**src/rtl/map_pkg.sv**
```systemverilog
`default_nettype none
// ============================================================================
// Module      : map_pkg
// Description : Shared map geometry, video timing limits, tile codes and the
//               arbiter state type for the map tile arbiter.
// Revision    : 1.0 - initial release
// ============================================================================
package map_pkg;

    // Map geometry in tiles (8x8-pixel tiles over a 1280x720 frame)
    localparam int MAP_W    = 160;
    localparam int MAP_H    = 90;
    localparam int H_ACTIVE = 1280;
    localparam int V_ACTIVE = 720;

    typedef enum logic [3:0] {
        TILE_VOID     = 4'd0,
        TILE_WALL     = 4'd1,
        TILE_GRASS    = 4'd2,
        TILE_SAND     = 4'd3,
        TILE_DIAG_NE  = 4'd4,
        TILE_DIAG_NW  = 4'd5,
        TILE_DIAG_SE  = 4'd6,
        TILE_DIAG_SW  = 4'd7,
        TILE_DIAG_NE2 = 4'd8,
        TILE_DIAG_NW2 = 4'd9,
        TILE_DIAG_SE2 = 4'd10,
        TILE_DIAG_SW2 = 4'd11
    } tile_code_t;

    typedef enum logic [1:0] {
        ARB_VIDEO = 2'd0,
        ARB_BLANK = 2'd1,
        ARB_HOLD  = 2'd2
    } arb_state_t;

    // Row-major map RAM address of a tile
    function automatic logic [13:0] tile_addr(input logic [6:0] row,
                                              input logic [7:0] col);
        return 14'(row) * 14'(MAP_W) + 14'(col);
    endfunction

endpackage
`default_nettype wire

```
**src/rtl/map_req_fifo.sv**
```systemverilog
`default_nettype none
// ============================================================================
// Module      : map_req_fifo
// Description : Synchronous first-word-fall-through request FIFO. The head
//               entry is visible on o_data whenever o_empty is low; i_pop
//               retires it. Push and pop in the same cycle are allowed,
//               including when full (the head is read before being replaced).
// Ports       : clk, rst_n (async, active-low)
//               i_push/i_data  - write side
//               i_pop/o_data   - read side (FWFT)
//               o_empty/o_full - occupancy flags
// Revision    : 1.0 - initial release
// ============================================================================
module map_req_fifo #(
    parameter int DEPTH = 4,
    parameter int WIDTH = 15
) (
    input  logic             clk,
    input  logic             rst_n,
    input  logic             i_push,
    input  logic [WIDTH-1:0] i_data,
    input  logic             i_pop,
    output logic [WIDTH-1:0] o_data,
    output logic             o_empty,
    output logic             o_full
);

    localparam int AW = $clog2(DEPTH);

    logic [WIDTH-1:0] r_mem [DEPTH];
    logic [AW-1:0]    r_wr_ptr;
    logic [AW-1:0]    r_rd_ptr;
    logic [AW:0]      r_count;

    assign o_data  = r_mem[r_rd_ptr];
    assign o_empty = (r_count == '0);
    assign o_full  = (r_count == (AW+1)'(DEPTH));

    // Storage carries no reset; validity is tracked by the pointers/count.
    always_ff @(posedge clk) begin
        if (i_push) begin
            r_mem[r_wr_ptr] <= i_data;
        end
    end

    always_ff @(posedge clk or negedge rst_n) begin
        if (!rst_n) begin
            r_wr_ptr <= '0;
            r_rd_ptr <= '0;
            r_count  <= '0;
        end else begin
            if (i_push) begin
                r_wr_ptr <= r_wr_ptr + 1'b1;
            end
            if (i_pop) begin
                r_rd_ptr <= r_rd_ptr + 1'b1;
            end
            case ({i_push, i_pop})
                2'b10:   r_count <= r_count + 1'b1;
                2'b01:   r_count <= r_count - 1'b1;
                default: r_count <= r_count;
            endcase
        end
    end

endmodule
`default_nettype wire

```
**src/rtl/map_tile_arbiter.sv**
```systemverilog
`default_nettype none
// ============================================================================
// Module      : map_tile_arbiter
// Description : Shares one map tile RAM between the video pipeline and a
//               physics lookup queue. Video owns the RAM during the active
//               region; queued physics requests are served one per cycle in
//               blanking, limited to FRAME_BUDGET grants per frame.
// Ports       : pixel_clk_in, rst_in (async, active-low)
//               hcount_in/vcount_in            - video raster position
//               phys_req_*                     - physics request (valid/ready)
//               phys_rsp_*                     - physics response strobe/tile
//               ram_addr_out/ram_dout_in       - map RAM (2-cycle read latency)
//               pix_tile_out/pix_valid_out     - video tile stream
//               stat_grants_out/stat_stall_out - last-frame statistics
// Options     : MAP_ARB_STATS_EN - build the per-frame statistic counters;
//               when undefined the stat outputs are tied to zero.
// Revision    : 1.0 - initial release
// ============================================================================
module map_tile_arbiter
    import map_pkg::*;
#(
    parameter int FIFO_DEPTH   = 4,
    parameter int FRAME_BUDGET = 256
) (
    input  logic        pixel_clk_in,
    input  logic        rst_in,
    input  logic [10:0] hcount_in,
    input  logic [9:0]  vcount_in,
    input  logic        phys_req_valid_in,
    output logic        phys_req_ready_out,
    input  logic [7:0]  phys_tile_x_in,
    input  logic [6:0]  phys_tile_y_in,
    output logic        phys_rsp_valid_out,
    output logic [3:0]  phys_rsp_tile_out,
    output logic [13:0] ram_addr_out,
    input  logic [3:0]  ram_dout_in,
    output logic [3:0]  pix_tile_out,
    output logic        pix_valid_out,
    output logic [15:0] stat_grants_out,
    output logic [15:0] stat_stall_out
);

    // ------------------------------------------------------------------
    // Request queue
    // ------------------------------------------------------------------
    logic        w_push;
    logic        w_pop;
    logic        w_empty;
    logic        w_full;
    logic [14:0] w_head;
    logic [7:0]  w_head_x;
    logic [6:0]  w_head_y;
    logic        w_head_oor;

    assign phys_req_ready_out = rst_in && (!w_full || w_pop);
    assign w_push             = phys_req_valid_in && phys_req_ready_out;

    map_req_fifo #(
        .DEPTH (FIFO_DEPTH),
        .WIDTH (15)
    ) u_fifo (
        .clk     (pixel_clk_in),
        .rst_n   (rst_in),
        .i_push  (w_push),
        .i_data  ({phys_tile_y_in, phys_tile_x_in}),
        .i_pop   (w_pop),
        .o_data  (w_head),
        .o_empty (w_empty),
        .o_full  (w_full)
    );

    assign w_head_x   = w_head[7:0];
    assign w_head_y   = w_head[14:8];
    assign w_head_oor = (int'(w_head_x) >= MAP_W) || (int'(w_head_y) >= MAP_H);

    // ------------------------------------------------------------------
    // Arbitration state. Derived from the raster position every cycle so
    // video is never delayed by even one cycle of state latency; the
    // budget register is what carries HOLD across the blanking interval.
    // ------------------------------------------------------------------
    logic [15:0] r_budget;
    arb_state_t  w_state;
    logic        w_active;
    logic        w_budget_left;
    logic        w_frame_start;

    assign w_active      = (int'(vcount_in) < V_ACTIVE) && (int'(hcount_in) < H_ACTIVE);
    assign w_budget_left = ({16'd0, r_budget} < 32'(FRAME_BUDGET));
    assign w_frame_start = (hcount_in == 11'd0) && (vcount_in == 10'd0);

    always_comb begin
        w_state = ARB_HOLD;
        if (w_active) begin
            w_state = ARB_VIDEO;
        end else if (w_budget_left) begin
            w_state = ARB_BLANK;
        end
    end

    assign w_pop = (w_state == ARB_BLANK) && !w_empty;

    // ------------------------------------------------------------------
    // RAM address mux
    // ------------------------------------------------------------------
    always_comb begin
        ram_addr_out = 14'd0;
        if (w_state == ARB_VIDEO) begin
            ram_addr_out = tile_addr(vcount_in[9:3], hcount_in[10:3]);
        end else if (w_pop && !w_head_oor) begin
            ram_addr_out = tile_addr(w_head_y, w_head_x);
        end
    end

    // ------------------------------------------------------------------
    // Budget counter: cleared at frame start, but a grant in that same
    // cycle already belongs to the new frame.
    // ------------------------------------------------------------------
    always_ff @(posedge pixel_clk_in or negedge rst_in) begin
        if (!rst_in) begin
            r_budget <= 16'd0;
        end else if (w_frame_start) begin
            r_budget <= w_pop ? 16'd1 : 16'd0;
        end else if (w_pop && (r_budget != 16'hFFFF)) begin
            r_budget <= r_budget + 16'd1;
        end
    end

    // ------------------------------------------------------------------
    // Read tags: index 0 is one cycle after the address, index 1 lines up
    // with ram_dout_in for that address.
    // ------------------------------------------------------------------
    logic [1:0] r_tag_vld;
    logic [1:0] r_tag_phys;
    logic [1:0] r_tag_oor;

    always_ff @(posedge pixel_clk_in or negedge rst_in) begin
        if (!rst_in) begin
            r_tag_vld  <= 2'b00;
            r_tag_phys <= 2'b00;
            r_tag_oor  <= 2'b00;
        end else begin
            r_tag_vld  <= {r_tag_vld[0],  (w_state == ARB_VIDEO) || w_pop};
            r_tag_phys <= {r_tag_phys[0], w_pop};
            r_tag_oor  <= {r_tag_oor[0],  w_pop && w_head_oor};
        end
    end

    assign phys_rsp_valid_out = r_tag_vld[1] && r_tag_phys[1];
    assign phys_rsp_tile_out  = (phys_rsp_valid_out && !r_tag_oor[1]) ? ram_dout_in
                                                                      : 4'(TILE_VOID);
    assign pix_valid_out      = r_tag_vld[1] && !r_tag_phys[1];
    assign pix_tile_out       = pix_valid_out ? ram_dout_in : 4'(TILE_VOID);

    // ------------------------------------------------------------------
    // Per-frame statistics
    // ------------------------------------------------------------------
`ifdef MAP_ARB_STATS_EN
    logic        w_stall;
    logic [15:0] r_cnt_grants;
    logic [15:0] r_cnt_stall;
    logic [15:0] r_stat_grants;
    logic [15:0] r_stat_stall;

    assign w_stall = !w_empty && !w_pop;

    always_ff @(posedge pixel_clk_in or negedge rst_in) begin
        if (!rst_in) begin
            r_cnt_grants  <= 16'd0;
            r_cnt_stall   <= 16'd0;
            r_stat_grants <= 16'd0;
            r_stat_stall  <= 16'd0;
        end else if (w_frame_start) begin
            // Publish the finished frame; this cycle opens the new one.
            r_stat_grants <= r_cnt_grants;
            r_stat_stall  <= r_cnt_stall;
            r_cnt_grants  <= w_pop   ? 16'd1 : 16'd0;
            r_cnt_stall   <= w_stall ? 16'd1 : 16'd0;
        end else begin
            if (w_pop && (r_cnt_grants != 16'hFFFF)) begin
                r_cnt_grants <= r_cnt_grants + 16'd1;
            end
            if (w_stall && (r_cnt_stall != 16'hFFFF)) begin
                r_cnt_stall <= r_cnt_stall + 16'd1;
            end
        end
    end

    assign stat_grants_out = r_stat_grants;
    assign stat_stall_out  = r_stat_stall;
`else
    assign stat_grants_out = 16'd0;
    assign stat_stall_out  = 16'd0;
`endif

endmodule
`default_nettype wire

```
**config.mk**
```make
export PLATFORM = sky130hd
export DESIGN_NAME = map_tile_arbiter
export DESIGN_NICKNAME = d
export VERILOG_FILES = /design/src/rtl/map_pkg.sv /design/src/rtl/map_req_fifo.sv /design/src/rtl/map_tile_arbiter.sv
export SDC_FILE = /design/constraint.sdc
export NUM_CORES = 1
export LEC_CHECK = 0
export BUFFER_PORTS_ARGS = -buffer_cell sky130_fd_sc_hd__buf_2
export CORE_MARGIN = 8
export CORE_UTILIZATION = 60
export CTS_CLUSTER_SIZE = 28
export DETAILED_ROUTE_END_ITERATION = 16
export HOLD_SLACK_MARGIN = 0.15
export PLACE_DENSITY = 0.91
export SLEW_MARGIN = 20
export SYNTH_ARGS = -nofsm -noshare
export SYNTH_HDL_FRONTEND = slang
export SYNTH_SLANG_ARGS = --single-unit
```
**constraint.sdc**
```tcl
create_clock -name pixel_clk_in -period 8.6 [get_ports pixel_clk_in]
set_clock_uncertainty 0.05 [all_clocks]
set_input_delay 1.72 -clock pixel_clk_in [delete_from_list [all_inputs] [get_ports pixel_clk_in]]
set_output_delay 1.72 -clock pixel_clk_in [all_outputs]
set_load 0.1 [all_outputs]
```
# == After elaboration in Yosys (flattened, before gate mapping) ==
# Memories as Yosys holds them, arrays and structs flattened.
# Cells that the tools add are included.
# Widths: inputs -> output; s select.
# word_totals
reg_bits,29
ram_bits,60
in_bits,43
out_inout_bits,57
wordCells,64
mem_count,1
# classes
add_sub_neg,7
mul,2
magnitude_cmp,5
n_eq_ne,5
muxes,12
n_reduce_logical,25
# mem_list
name,words,word_bits,rd,rd_clocked_by_memory_dff,wr,line_no,source
u_fifo.r_mem,4,15,1,0,1,map_req_fifo.sv:30,logic [WIDTH-1:0] r_mem [DEPTH];
# op_table
cell,count
$mux 16,2
$add 14x8->14,2
$mux 14,2
$mul 7x3->9 const B,2
$add 16x1->16 const B,1
$lt 16x9->1 const B,1
$ne 16x16->1 const B,1
$logic_and 1x1->1,11
$logic_not 11->1,1
$lt 11x11->1 const B,1
$logic_not 10->1,1
$lt 10x10->1 const B,1
$ge 8x8->1 const B,1
$mux 4,2
$ge 7x7->1 const B,1
$pmux 3 s2,1
$logic_not 1->1,5
$add 2x1->2 const B,2
$eq 2x1->1 const B,2
$mux 2,2
$reduce_bool 2->1,2
$add 3x1->3 const B,1
$eq 3x3->1 const B,1
$logic_not 3->1,1
5 further kinds,9

# == Depth between registers and ports, before layout ==
# logic_depth
ltp_word,10
depth_mapped,13
depth_no_buf,12

# == Modules after synthesis ==
# From an unflattened synthesis, not the netlist that was laid out.
# hier_totals
hier_cells,360
hier_area_um2,4874.7
# by_module_without_submodules
module,instances,cells_per_inst,area_per_inst_um2,seq_area_each_um2
map_req_fifo,1,116,2601.2,1976.9
map_tile_arbiter,1,244,2273.4,550.5

# == Worst setup path after synthesis ==
# Ideal clock, no wire load.
# synth_timing
path_type,input-to-output
from,in vcount_in[4]
to,out ram_addr_out[13]
t_arrival_ps,4297
t_required_ps,6830
setup_slack_ps,2533
stages,11
path_buffers,0
path_cell_list,ha_1 ha_1 inv_1 fa_1 nand2b_1 a21oi_1 xor2_1 nand3_1 xor2_1 xnor2_1 o22ai_2
# synth_between
elab_chain_len,8
word_cells_on_any_way,11
classes_between,add/sub (1); mul (1); order compare (1); eq/ne (1); mux (3); reduce/logical (4)
# synth_lines
item,line_no,source
"start, declared",map_tile_arbiter.sv:28,"input logic [9:0] vcount_in,"
"parallel branches: the longest is 7 deep, another holds $add 14x8->14",--,
$mux 14 (*),map_tile_arbiter.sv:107,if (w_state == ARB_VIDEO) begin
"end, declared",map_tile_arbiter.sv:35,"output logic [13:0] ram_addr_out,"
# Every way passes the cells marked *.

# == Worst setup path after layout ==
# Ends and elaborated chain as after synthesis.

==> summary.md <==
| Metric | Value |
|---|---|
| Post-CTS sizing | `0` |
| Top cells by area, synth | `edfxtp_1 37%, dfrtp_1 15%, ha_1 8.2%` |
| Cell Area, Synth | `0.00487 mm^2` |
| Clock latency on the worst-skew pair | `0.35 ns` |
| HP Class | `register to register` |
| Post CTS Setup Buffer Count | `0` |
| Slew headroom | `48.4%` |
| CTS buffer count | `9` |
| Drt first pass iters | `4` |
| Outcome | `finished, final reports clean` |
| CTS tree | `built` |
| Worst path arrival time | `4.34 ns` |
| Period utilization | `71.0%` |
| H-tree depth | `3` |
| Initial Util | `60.5%` |
| RSZ-0062 raised after global routing | `no` |
| Highest Clock Rate | `164 MHz` |
| # fillers | `598` |
| Final setup viols | `0` |
| Initial antenna violation count | `0` |
| Grt total ovfl | `0` |
| DRC Markers | `0` |
| Clock Path Buffers | `2` |
| Layout cells sized above 1 | `25.8%` |
| Mean area per synthesized cell | `13.7 um^2` |
| Post-DP HPWL | `7140 um` |
| Worst-Margin Slew | `0.774 ns` |
| Root Buffer | `clkbuf_8` |
| Synth Register Bits | `89` |
| DIE AREA | `0.0113 mm^2` |
| FP Rows | `33` |
| Vias per inst | `5.44` |
| Nets@finish | `506` |
| IO Count | `100` |
| Post-synth EDFFs | `60` |
| Vias in the first global route | `3067` |
| CP Max Fanout | `5` |
| Synth top cells by count | `60 x edfxtp_1, 33 x buf_4, 32 x ha_1` |
| Crit path kind | `input pin to primary output` |
| Synth-to-layout area growth | `10.2%` |
| Hold_buf cts | `0` |
| Worst setup path end | `ram_addr_out[13]` |
| DRT antenna net count | `0` |
| Largest net degree at the start of global routing | `31` |
| GP Congestion | `0.821` |
| Critical Path End Type | `primary output` |
| Detailed-route via count | `2916` |
| R2R setup slack | `5.75 ns` |
| CTS sink cnt | `89` |
| Synth cell types | `42` |
| Synth Warn # | `0` |
| GRT Total Usage | `16.8%` |
| Cell count after synthesis | `355` |
| Post-synthesis sequential area ratio | `51.9%` |
| Most common cell in the netlist | `edfxtp_1` |
| Worst flop-to-flop path startpoint | `r_budget[12]` |
| Starting DRT DRC Count | `114` |
| CP startpoint kind | `input pin` |
| Reg2reg end | `u_fifo.r_count[2]` |
| Synth Flop Type | `edfxtp_1` |
| Die W | `106 um` |
| Max Slew Vio Count | `0` |
| Hold Vio Cnt, Final | `0` |
| Port-buffer cells | `67` |
| Min cycle time layout | `6.11 ns` |
| Wirelength, routed | `9340 um` |
| Launch point of the worst path | `vcount_in[4]` |
| Post-synthesis async set-or-reset flop share | `32.6%` |
| FF-to-FF path depth | `9` |
| Top cell type's share of synthesized area | `37.0%` |
| Min Hold Slack | `0.310 ns` |
| Req. time, crit path | `6.83 ns` |
| Wirelength per Cell | `17.4 um` |
| Die Y | `106 um` |
| Setup TNS | `0 ns` |
| Antenna cells | `0` |
| First-pass GRT wire length | `14900 um` |
| Reg clk slew, reported paths | `0.08 ns` |
| Core area | `0.00805 mm^2` |
| Cell taking the most area after synthesis | `edfxtp_1` |
| Max-cap viol count | `0` |
-- cell families (layout without fill, tap and decap cells) --
logic type	count (synthesis)	after routing	synth area share, %
multiplexers	19	19	8.04
flip-flops	89	89	51.9
XOR/XNOR	34	34	6.12
adder cells (fa/ha/maj)	37	37	10.3
buffers and inverters	56	101	7.38
AND/OR/NAND/NOR	78	78	9.30
other	1	32	0.0770
AO/OA/AOI/OAI	41	41	6.89
-- critical path, cell delays in order --
cell and delay [ns]:
buf_2 0.13, ha_1 0.29, ha_1 0.16, inv_1 0.05
fa_1 0.39, nand2b_1 0.15, a21oi_1 0.16, xor2_1 0.25
nand3_1 0.12, xor2_1 0.17, xnor2_1 0.14, o22ai_2 0.15
buf_2 0.45
-- registers in the layout (all words and copies together) (netlist names) --
name             flops
u_fifo.r_mem        60
r_budget            16
u_fifo.r_count       3
r_tag_oor            2
r_tag_phys           2
r_tag_vld            2
u_fifo.r_rd_ptr      2
u_fifo.r_wr_ptr      2
-- worst min path at each step --
stage / end / startpoint / cells after the start / slack [ns]
floorplan: r_tag_oor[1] / r_tag_oor[0] / 0 / 0.28
global placement: r_tag_vld[1] / r_tag_vld[0] / 0 / 0.28
detailed placement: r_tag_oor[1] / r_tag_oor[0] / 0 / 0.29
CTS: r_tag_oor[1] / r_tag_oor[0] / 0 / 0.31
global route: r_tag_oor[1] / r_tag_oor[0] / 0 / 0.32
finish: r_tag_vld[1] / r_tag_vld[0] / 0 / 0.31
-- placed cells by master, fill, tap and decap left out, types with 6 or more instances in the layout --
| cell | synthesis | layout |
|---|---|---|
| buf_2 | 2 | 67 |
| edfxtp_1 | 60 | 60 |
| ha_1 | 32 | 32 |
| conb_1 | 1 | 32 |
| dfrtp_1 | 29 | 29 |
| xor2_1 | 20 | 20 |
| nor2_1 | 17 | 17 |
| inv_1 | 16 | 16 |
| xnor2_1 | 14 | 14 |
| nor2b_1 | 12 | 12 |
| mux4_2 | 12 | 12 |
| and2_1 | 11 | 11 |
| clkbuf_8 | 0 | 10 |
| nand2_1 | 8 | 8 |
| o22ai_2 | 8 | 8 |
| a21oi_1 | 7 | 7 |
| nand4_1 | 7 | 7 |
| a32o_1 | 6 | 6 |
| and3_1 | 6 | 6 |
-- stage by stage --
stage	util (%)	instances	instance area (um^2)	setup slack, ns
floorplan	-	386	4980	2.53
CTS	66.6	536	5360	2.49
detailed placement	64.2	520	5170	2.48
finish	66.6	536	5360	2.49
global route	66.6	536	5360	2.34
global placement	64.2	520	5170	2.60
-- cell type report --
type | count | area, um^2 | share of cell area, %
Clock buffer | 11 | 163 | 3.03
Clock inverter | 5 | 33.8 | 0.630
Inverter | 16 | 60.1 | 1.12
Multi-Input combinational cell | 241 | 2100 | 39.1
Sequential cell | 89 | 2530 | 47.1
Tap cell | 105 | 131 | 2.45
Timing Repair Buffer | 69 | 350 | 6.53
-- metal layers --
layer | GRT usage [%] | part of all wire [%] | vias to the layer above
met4 | 7.14 | 2.0 | 0
met1 | 19.0 | 40 | 1400
met3 | 6.17 | 9.2 | 17
met2 | 28.2 | 49 | 118
met5 | 0 | 0 | -
li1 | - | - | 1381
Power is not shown: default switching activity piles up to over one toggle a cycle in this logic, so the estimate is an artifact.
